**src/rtl/viterbi_pkg.sv**
```systemverilog
`default_nettype none
// ============================================================================
// Module   : viterbi_pkg
// Purpose  : Shared constants, types and trellis helpers for the K=3,
//            rate-1/2 convolutional encoder and its Viterbi decoder.
// Revision : 1.0 - initial release
// ============================================================================
package viterbi_pkg;

  // Code parameters: constraint length, shift-register width, symbol width
  localparam int K          = 3;
  localparam int SR_W       = K - 1;
  localparam int SYM_W      = 2;
  localparam int NUM_STATES = 1 << SR_W;

  // Generator polynomials, MSB taps the newest (input) bit
  localparam logic [K-1:0] G0 = 3'b111;
  localparam logic [K-1:0] G1 = 3'b101;

  // Trellis start/termination state
  localparam logic [SR_W-1:0] SR_ZERO = '0;

  // Encoder control states
  typedef enum logic [1:0] {
    ST_IDLE  = 2'd0,
    ST_ENC   = 2'd1,
    ST_TAIL1 = 2'd2,
    ST_TAIL2 = 2'd3
  } enc_state_t;

  // Branch output for one trellis transition: [1]=g0 parity, [0]=g1 parity.
  // The decoder BMU uses the same function to build its expected symbols.
  function automatic logic [SYM_W-1:0] branch_out(
    input logic            bit_in,
    input logic [SR_W-1:0] state
  );
    logic [K-1:0] taps;
    taps = {bit_in, state};
    return {^(taps & G0), ^(taps & G1)};
  endfunction

  // Successor state: the new bit enters at the top, the oldest bit falls out
  function automatic logic [SR_W-1:0] next_sr(
    input logic            bit_in,
    input logic [SR_W-1:0] state
  );
    return {bit_in, state[SR_W-1:1]};
  endfunction

  // States in which the encoder takes information bits from upstream
  function automatic logic accepts_input(input enc_state_t st);
    return (st == ST_IDLE) || (st == ST_ENC);
  endfunction

endpackage : viterbi_pkg
`default_nettype wire

```
**src/rtl/conv_encoder.sv**
```systemverilog
`default_nettype none
// ============================================================================
// Module   : conv_encoder
// Purpose  : Rate-1/2, K=3 (g0=7, g1=5) convolutional encoder with
//            valid/ready handshakes on both sides and two zero tail bits
//            appended to every frame to return the trellis to state 00.
// Revision : 1.0 - initial release
// ============================================================================
module conv_encoder
  import viterbi_pkg::*;
(
  input  logic             i_clk,
  input  logic             i_rst_n,
  input  logic             i_valid,
  input  logic             i_data,
  input  logic             i_last,
  output logic             o_ready,
  output logic             o_valid,
  output logic [SYM_W-1:0] o_code,
  output logic             o_last,
  input  logic             i_ready,
  output logic             o_busy
);

  enc_state_t       r_state;
  enc_state_t       w_state_nxt;
  logic [SR_W-1:0]  r_sr;

  logic             r_valid;
  logic [SYM_W-1:0] r_code;
  logic             r_last;
  logic             r_busy;

  logic             w_out_free;   // output register empty or draining now
  logic             w_out_xfer;   // symbol handed downstream this cycle
  logic             w_ready;
  logic             w_in_xfer;    // information bit taken this cycle
  logic             w_tail_emit;  // tail symbol produced this cycle
  logic             w_emit;       // output register loads a new symbol
  logic             w_emit_bit;   // bit driving the trellis this cycle
  logic             w_emit_last;

  assign w_out_free = !r_valid || i_ready;
  assign w_out_xfer = r_valid && i_ready;

  // Next-state and handshake decode; the output register only ever loads
  // when it is free, so a held symbol can never be overwritten.
  always_comb begin
    w_state_nxt = r_state;
    w_ready     = 1'b0;
    w_in_xfer   = 1'b0;
    w_tail_emit = 1'b0;
    w_emit_last = 1'b0;

    unique case (r_state)
      ST_IDLE, ST_ENC: begin
        w_ready   = accepts_input(r_state) && w_out_free;
        w_in_xfer = i_valid && w_ready;
        if (w_in_xfer) begin
          w_state_nxt = i_last ? ST_TAIL1 : ST_ENC;
        end
      end
      ST_TAIL1: begin
        w_tail_emit = w_out_free;
        if (w_out_free) begin
          w_state_nxt = ST_TAIL2;
        end
      end
      ST_TAIL2: begin
        w_tail_emit = w_out_free;
        w_emit_last = w_out_free;
        if (w_out_free) begin
          w_state_nxt = ST_IDLE;
        end
      end
      default: begin
        w_state_nxt = ST_IDLE;
      end
    endcase
  end

  // Tail symbols are the encoding of a forced zero bit
  assign w_emit     = w_in_xfer || w_tail_emit;
  assign w_emit_bit = w_in_xfer ? i_data : 1'b0;

  // Control state register
  always_ff @(posedge i_clk or negedge i_rst_n) begin
    if (!i_rst_n) begin
      r_state <= ST_IDLE;
    end else begin
      r_state <= w_state_nxt;
    end
  end

  // Trellis state advances once per produced symbol; two zero tail bits
  // flush it back to 00 by the time the frame closes.
  always_ff @(posedge i_clk or negedge i_rst_n) begin
    if (!i_rst_n) begin
      r_sr <= SR_ZERO;
    end else if (w_emit) begin
      r_sr <= next_sr(w_emit_bit, r_sr);
    end
  end

  // Output symbol register: load on emit, drop valid after an unrefilled
  // transfer, otherwise hold everything stable.
  always_ff @(posedge i_clk or negedge i_rst_n) begin
    if (!i_rst_n) begin
      r_valid <= 1'b0;
      r_code  <= '0;
      r_last  <= 1'b0;
    end else if (w_emit) begin
      r_valid <= 1'b1;
      r_code  <= branch_out(w_emit_bit, r_sr);
      r_last  <= w_emit_last;
    end else if (w_out_xfer) begin
      r_valid <= 1'b0;
      r_last  <= 1'b0;
    end
  end

  // Frame activity flag: a fresh bit (which can only start a frame from
  // IDLE on the o_last transfer cycle) takes priority over the clear.
  always_ff @(posedge i_clk or negedge i_rst_n) begin
    if (!i_rst_n) begin
      r_busy <= 1'b0;
    end else if (w_in_xfer) begin
      r_busy <= 1'b1;
    end else if (w_out_xfer && r_last) begin
      r_busy <= 1'b0;
    end
  end

  assign o_ready = w_ready;
  assign o_valid = r_valid;
  assign o_code  = r_code;
  assign o_last  = r_last;
  assign o_busy  = r_busy;

endmodule : conv_encoder
`default_nettype wire

```
**config.mk**
```make
export PLATFORM = sky130hd
export DESIGN_NAME = conv_encoder
export DESIGN_NICKNAME = d
export VERILOG_FILES = /design/src/rtl/viterbi_pkg.sv /design/src/rtl/conv_encoder.sv
export SDC_FILE = /design/constraint.sdc
export NUM_CORES = 1
export LEC_CHECK = 0
export CORE_AREA = 2 2 39 41
export DETAILED_ROUTE_END_ITERATION = 16
export DIE_AREA = 0 0 41 43
export MAX_ROUTING_LAYER = met4
export PLACE_DENSITY = 0.63
export RECOVER_POWER = 50
export REMOVE_ABC_BUFFERS = 1
export SYNTH_ARGS = -nofsm -noshare
export SYNTH_HDL_FRONTEND = slang
export SYNTH_SLANG_ARGS = --single-unit
export TNS_END_PERCENT = 5
```
**constraint.sdc**
```tcl
create_clock -name i_clk -period 2 [get_ports i_clk]
set_clock_uncertainty 0.1 [all_clocks]
set_input_delay 0.3 -clock i_clk [delete_from_list [all_inputs] [get_ports i_clk]]
set_output_delay 0.3 -clock i_clk [all_outputs]
set_load 0.02 [all_outputs]
```
Word level (Yosys, flattened, before mapping)
Cells that the tools add are included.
- equal/unequal tests: 6
- reductions and logical operators: 16
- muxes and demuxes: 15
- operator list (cell ; count):
    1-bit two-way mux ; 10
    2-bit two-way mux ; 4
    2-bit inequality test, second input constant ; 3
    2-bit case mux with 3 select lines ; 1
    3-bit parity ; 2
    2-bit equality test, second input constant ; 2
    1-bit logical AND ; 4
    2-bit nonzero test ; 2
    2-bit OR reduction ; 2
    1-bit logical OR ; 3
    3-bit AND reduction ; 1
    2-bit by 1-bit equality test with 1-bit output, second input constant ; 1
    2-bit zero test ; 1
    1-bit zero test ; 1
- flip-flop bits (word level): 9
- bits of input ports: 6
- output and inout bits: 6

Longest topological paths before layout
- depth after elaboration: 7
- depth in mapped cells: 4
- depth with buffers taken out: 3

Worst setup path before layout
No wires, ideal clock.
- kind: register to output
- start: reg r_valid, in the netlist o_valid
- end: out o_ready
- cell stages (with the launch flop): 3
- required time: 1.600 ns
- path slack: 0.587 ns
- data arrival time: 1.013 ns
- cell sequence: dfrtp_1 and2b_2 nor2_1
- longest elaborated chain between the ends: 4
- RTL lines (item ; RTL line ; text):
    from (decl) ; conv_encoder.sv:29 ; logic r_valid;
    from (signal assigned) ; conv_encoder.sv:109 ; r_valid <= 1'b0;
    from (signal assigned) ; conv_encoder.sv:113 ; r_valid <= 1'b1;
    from (signal assigned) ; conv_encoder.sv:117 ; r_valid <= 1'b0;
    1-bit zero test ; conv_encoder.sv:43 ; assign w_out_free = !r_valid || i_ready;
    1-bit logical OR ; conv_encoder.sv:43 ;
    1-bit logical AND ; conv_encoder.sv:57 ; w_ready = accepts_input(r_state) && w_out_free;
    1-bit two-way mux ; conv_encoder.sv:55 ; unique case (r_state)
    to (decl) ; conv_encoder.sv:17 ; output logic o_ready,
Every way passes these cells.

Final worst setup path
- start: in i_ready
- end: out o_ready
- longest elaborated chain between the ends: 3
- RTL lines (item ; RTL line ; text):
    from (decl) ; conv_encoder.sv:21 ; input logic i_ready,
    1-bit logical OR ; conv_encoder.sv:43 ;
    1-bit logical AND ; conv_encoder.sv:57 ;
    1-bit two-way mux ; conv_encoder.sv:55 ;
Every way passes these cells.

==> results.ini <==
[clock_tree]
path_clk_slew_ns = 0.06
clock-root-buffer = clkbuf_4
clkLatencyLatePin_ns = 0.26
cts_tree = yes
post_cts.repair.setup_buffers = 0
postCtsHoldBufs = 0
cts_sinks = 9
numCtsBuffers = 3
htree_levels = 1
cts_buffer_depth = 2

[route]
routedWlPerCell_um = 11.9
drt_iter0_markers = 6
drc_errors = 0
antenna_left = 0
drt-total-wl_um = 881
vias = 375
first_pass_iters = 4
viasPerCell = 5.07

[placement]
placed_cell_area_um2 = 579
dpl_worst_slack_ns = -0.0985
portBuffers = 11
place.gp.congestion = 0.680
dp_hpwl_um = 618

[die]
fp.coreArea_um2 = 1380
initial_core_util = 0.325
die-area_um2 = 1760
dieHeight_um = 43
ios = 12
die_w_um = 41
std_cell_rows = 14

[synthesis]
syn_inst = 42
synthAdderAreaFrac = 0
synth_top_family_by_area = compound AO/OA/AOI/OAI gates
synth_ff_type = dfrtp_1
synthXorXnorAreaFrac = 0.0585
syn_avg_cell_area_um2 = 10.7
synthSimpleGateAreaFrac = 0.170
async_flop_share = 1.00
synthTopCellsByCount = dfrtp_1, nor2_1, o21ai_0
ys_warn_count = 0
ys_ff_latch = 9
synth_compound_area_frac = 0.187
yosysMostFrequentCell = dfrtp_1
synth_top_area_frac = 0.501
synth_area_leaders = dfrtp_1, buf_6, o21ai_0, a31oi_1, xnor2_1
ys_types = 22
synth_edf_count = 0
synth_mux_area_frac = 0.0334
synth_seq_area_share = 0.501
synth_top_area_cell = dfrtp_1
synth_area_um2 = 449

[global_routing]
track_usage = 0.125
grt_max_degree = 12
grt_antenna_before_repair = 0
grt_remaining_overflow = 0
grt_pass1_vias = 328
grt_pass1_wl_um = 1390

[setup_path]
crit_family = buffers and inverters
max_stage_delay_ns = 0.49
worstSetupEndpoint = o_ready
cpMaxStageDelayCell = clkdlybuf4s50_1
crit_fanout = 3
required_ns = 1.60
criticalPathCategory = in -> out
cp_num_buf_inv = 2
worst_r2r_path_depth = 3
cp_data_arrival_time_ns = 1.44
path_cells = clkdlybuf4s50_1 > and2b_2 > nor2_1 > dlygate4sd2_1
cp-end-kind = output port
r2r_slack_ns = 0.69
worst-path-stages = 4
r2r_start = r_state[1]$_DFFE_PN0P_
r2r-end = r_sr[0]$_DFFE_PN0P_
start_kind = input pin
startpoint = i_ready

[sta]
tightest_slew_ns = 0.406
setup_violations = 0
fmaxAchievable_mhz = 544
finalMaxSlewViolations = 0
grt_setup_unrepaired = no
period_minus_slack_ns = 1.84
worst_slack_ns = 0.162
relSlewSlack = 0.728
finalHoldViolCount = 0
hold_slack_ns = 0.302
fin_crit_sh = 0.919

[cells_and_area]
syn_to_final_growth_pct = 34.5
drive_gt1_frac = 0.155
layout.nets = 65
final_core_util = 0.437
design_area_um2 = 604
antenna_cells = 0

[power]
p_leak_nw = 0.252
power_density_nw_per_um2 = 1460
ir_drop_v = 0.000614

[worst_hold_path]
hold_path.class = in -> async

[outcome]
status = finished clean

[run]
maxCapViolations = 0

## logic make-up after synthesis
kind of cell | Yosys count
compound gates | 13
xor+xnor | 3
buf+inv | 2
flops | 9
mux | 1
simple gates | 14
## cell usage in the layout, fill, tap and decap left out
| cell type | count |
|---|---|
| mux2_4 | 1 |
| nand3_1 | 1 |
| a31oi_1 | 3 |
| nand3b_1 | 1 |
| o31ai_1 | 1 |
| a211o_1 | 1 |
| a21oi_1 | 1 |
| dlygate4sd3_1 | 2 |
| o21ai_1 | 1 |
| dlygate4sd2_1 | 1 |
| buf_4 | 3 |
| nand2_1 | 2 |
| clkdlybuf4s50_1 | 8 |
| clkbuf_4 | 3 |
| o21ai_0 | 4 |
| nand2b_1 | 1 |
| clkbuf_1 | 1 |
| xor2_1 | 1 |
| and2b_2 | 1 |
| o21ai_2 | 1 |
| nor2_1 | 4 |
| dfrtp_1 | 9 |
| a32o_1 | 1 |
| nor3b_1 | 1 |
| nor2b_1 | 2 |
| nor4_1 | 1 |
| xnor2_1 | 2 |
## metal layers
layer  vias to the layer above  part of all wire  track usage
met5                         -                 0            -
met4                         0                 0        0.100
met3                         0              0.10       0.0314
met2                        17              0.43        0.153
met1                       176              0.47        0.166
li1                        182                 -            -
## metrics by stage
stage	cells	TNS [ns]	power, mW
6_report	74	0	0.883
5_1_grt	74	0	0.940
4_1_cts	74	0	0.889
3_5_place_dp	70	-0.0985	0.750
3_3_place_gp	70	-0.0724	0.747
2_1_floorplan	40	0	0.573
## flip-flops by register name (all words and copies together), names as in the netlist
| name | flops |
|---|---|
| o_busy | 1 |
| o_code | 2 |
| r_sr | 2 |
| o_last | 1 |
| o_valid | 1 |
| r_state | 2 |
## where the power goes
group	leakage [nW]	internal (mW)	switching (mW)	total, mW
Combinational	0.127	0.215	0.201	0.416
Sequential	0.111	0.262	0.0627	0.325
Clock	0.0150	0.0769	0.0646	0.142
Total	0.252	0.554	0.329	0.883
## final cells by class
| cell class | count | area, um^2 |
|---|---|---|
| clock buffers | 4 | 26.3 |
| repair buffers | 14 | 131 |
| well taps | 16 | 20.0 |
| fillers | 139 | 779 |
| multi-input cells | 31 | 201 |
| flip-flops and latches | 9 | 225 |
## repair_timing
action | 4_1_cts | 5_1_grt
hold endpoints to repair | 0 | 0
endpoints found under the setup margin | 1 | 0
resized for setup | 1 | 0
## worst min-delay path by stage
stage,start,slack (ns),depth (start not counted),to
2_1_floorplan,i_rst_n,-0.1,0,o_busy$_DFFE_PN0P_
3_3_place_gp,r_state[0]$_DFFE_PN0P_,0.41,1,r_state[1]$_DFFE_PN0P_
3_5_place_dp,r_state[0]$_DFFE_PN0P_,0.41,1,r_state[1]$_DFFE_PN0P_
4_1_cts,i_rst_n,0.25,1,o_valid$_DFFE_PN0P_
5_1_grt,i_rst_n,0.34,1,r_state[1]$_DFFE_PN0P_
6_report,i_rst_n,0.30,1,o_valid$_DFFE_PN0P_
Power figures use the tool's default switching activity.
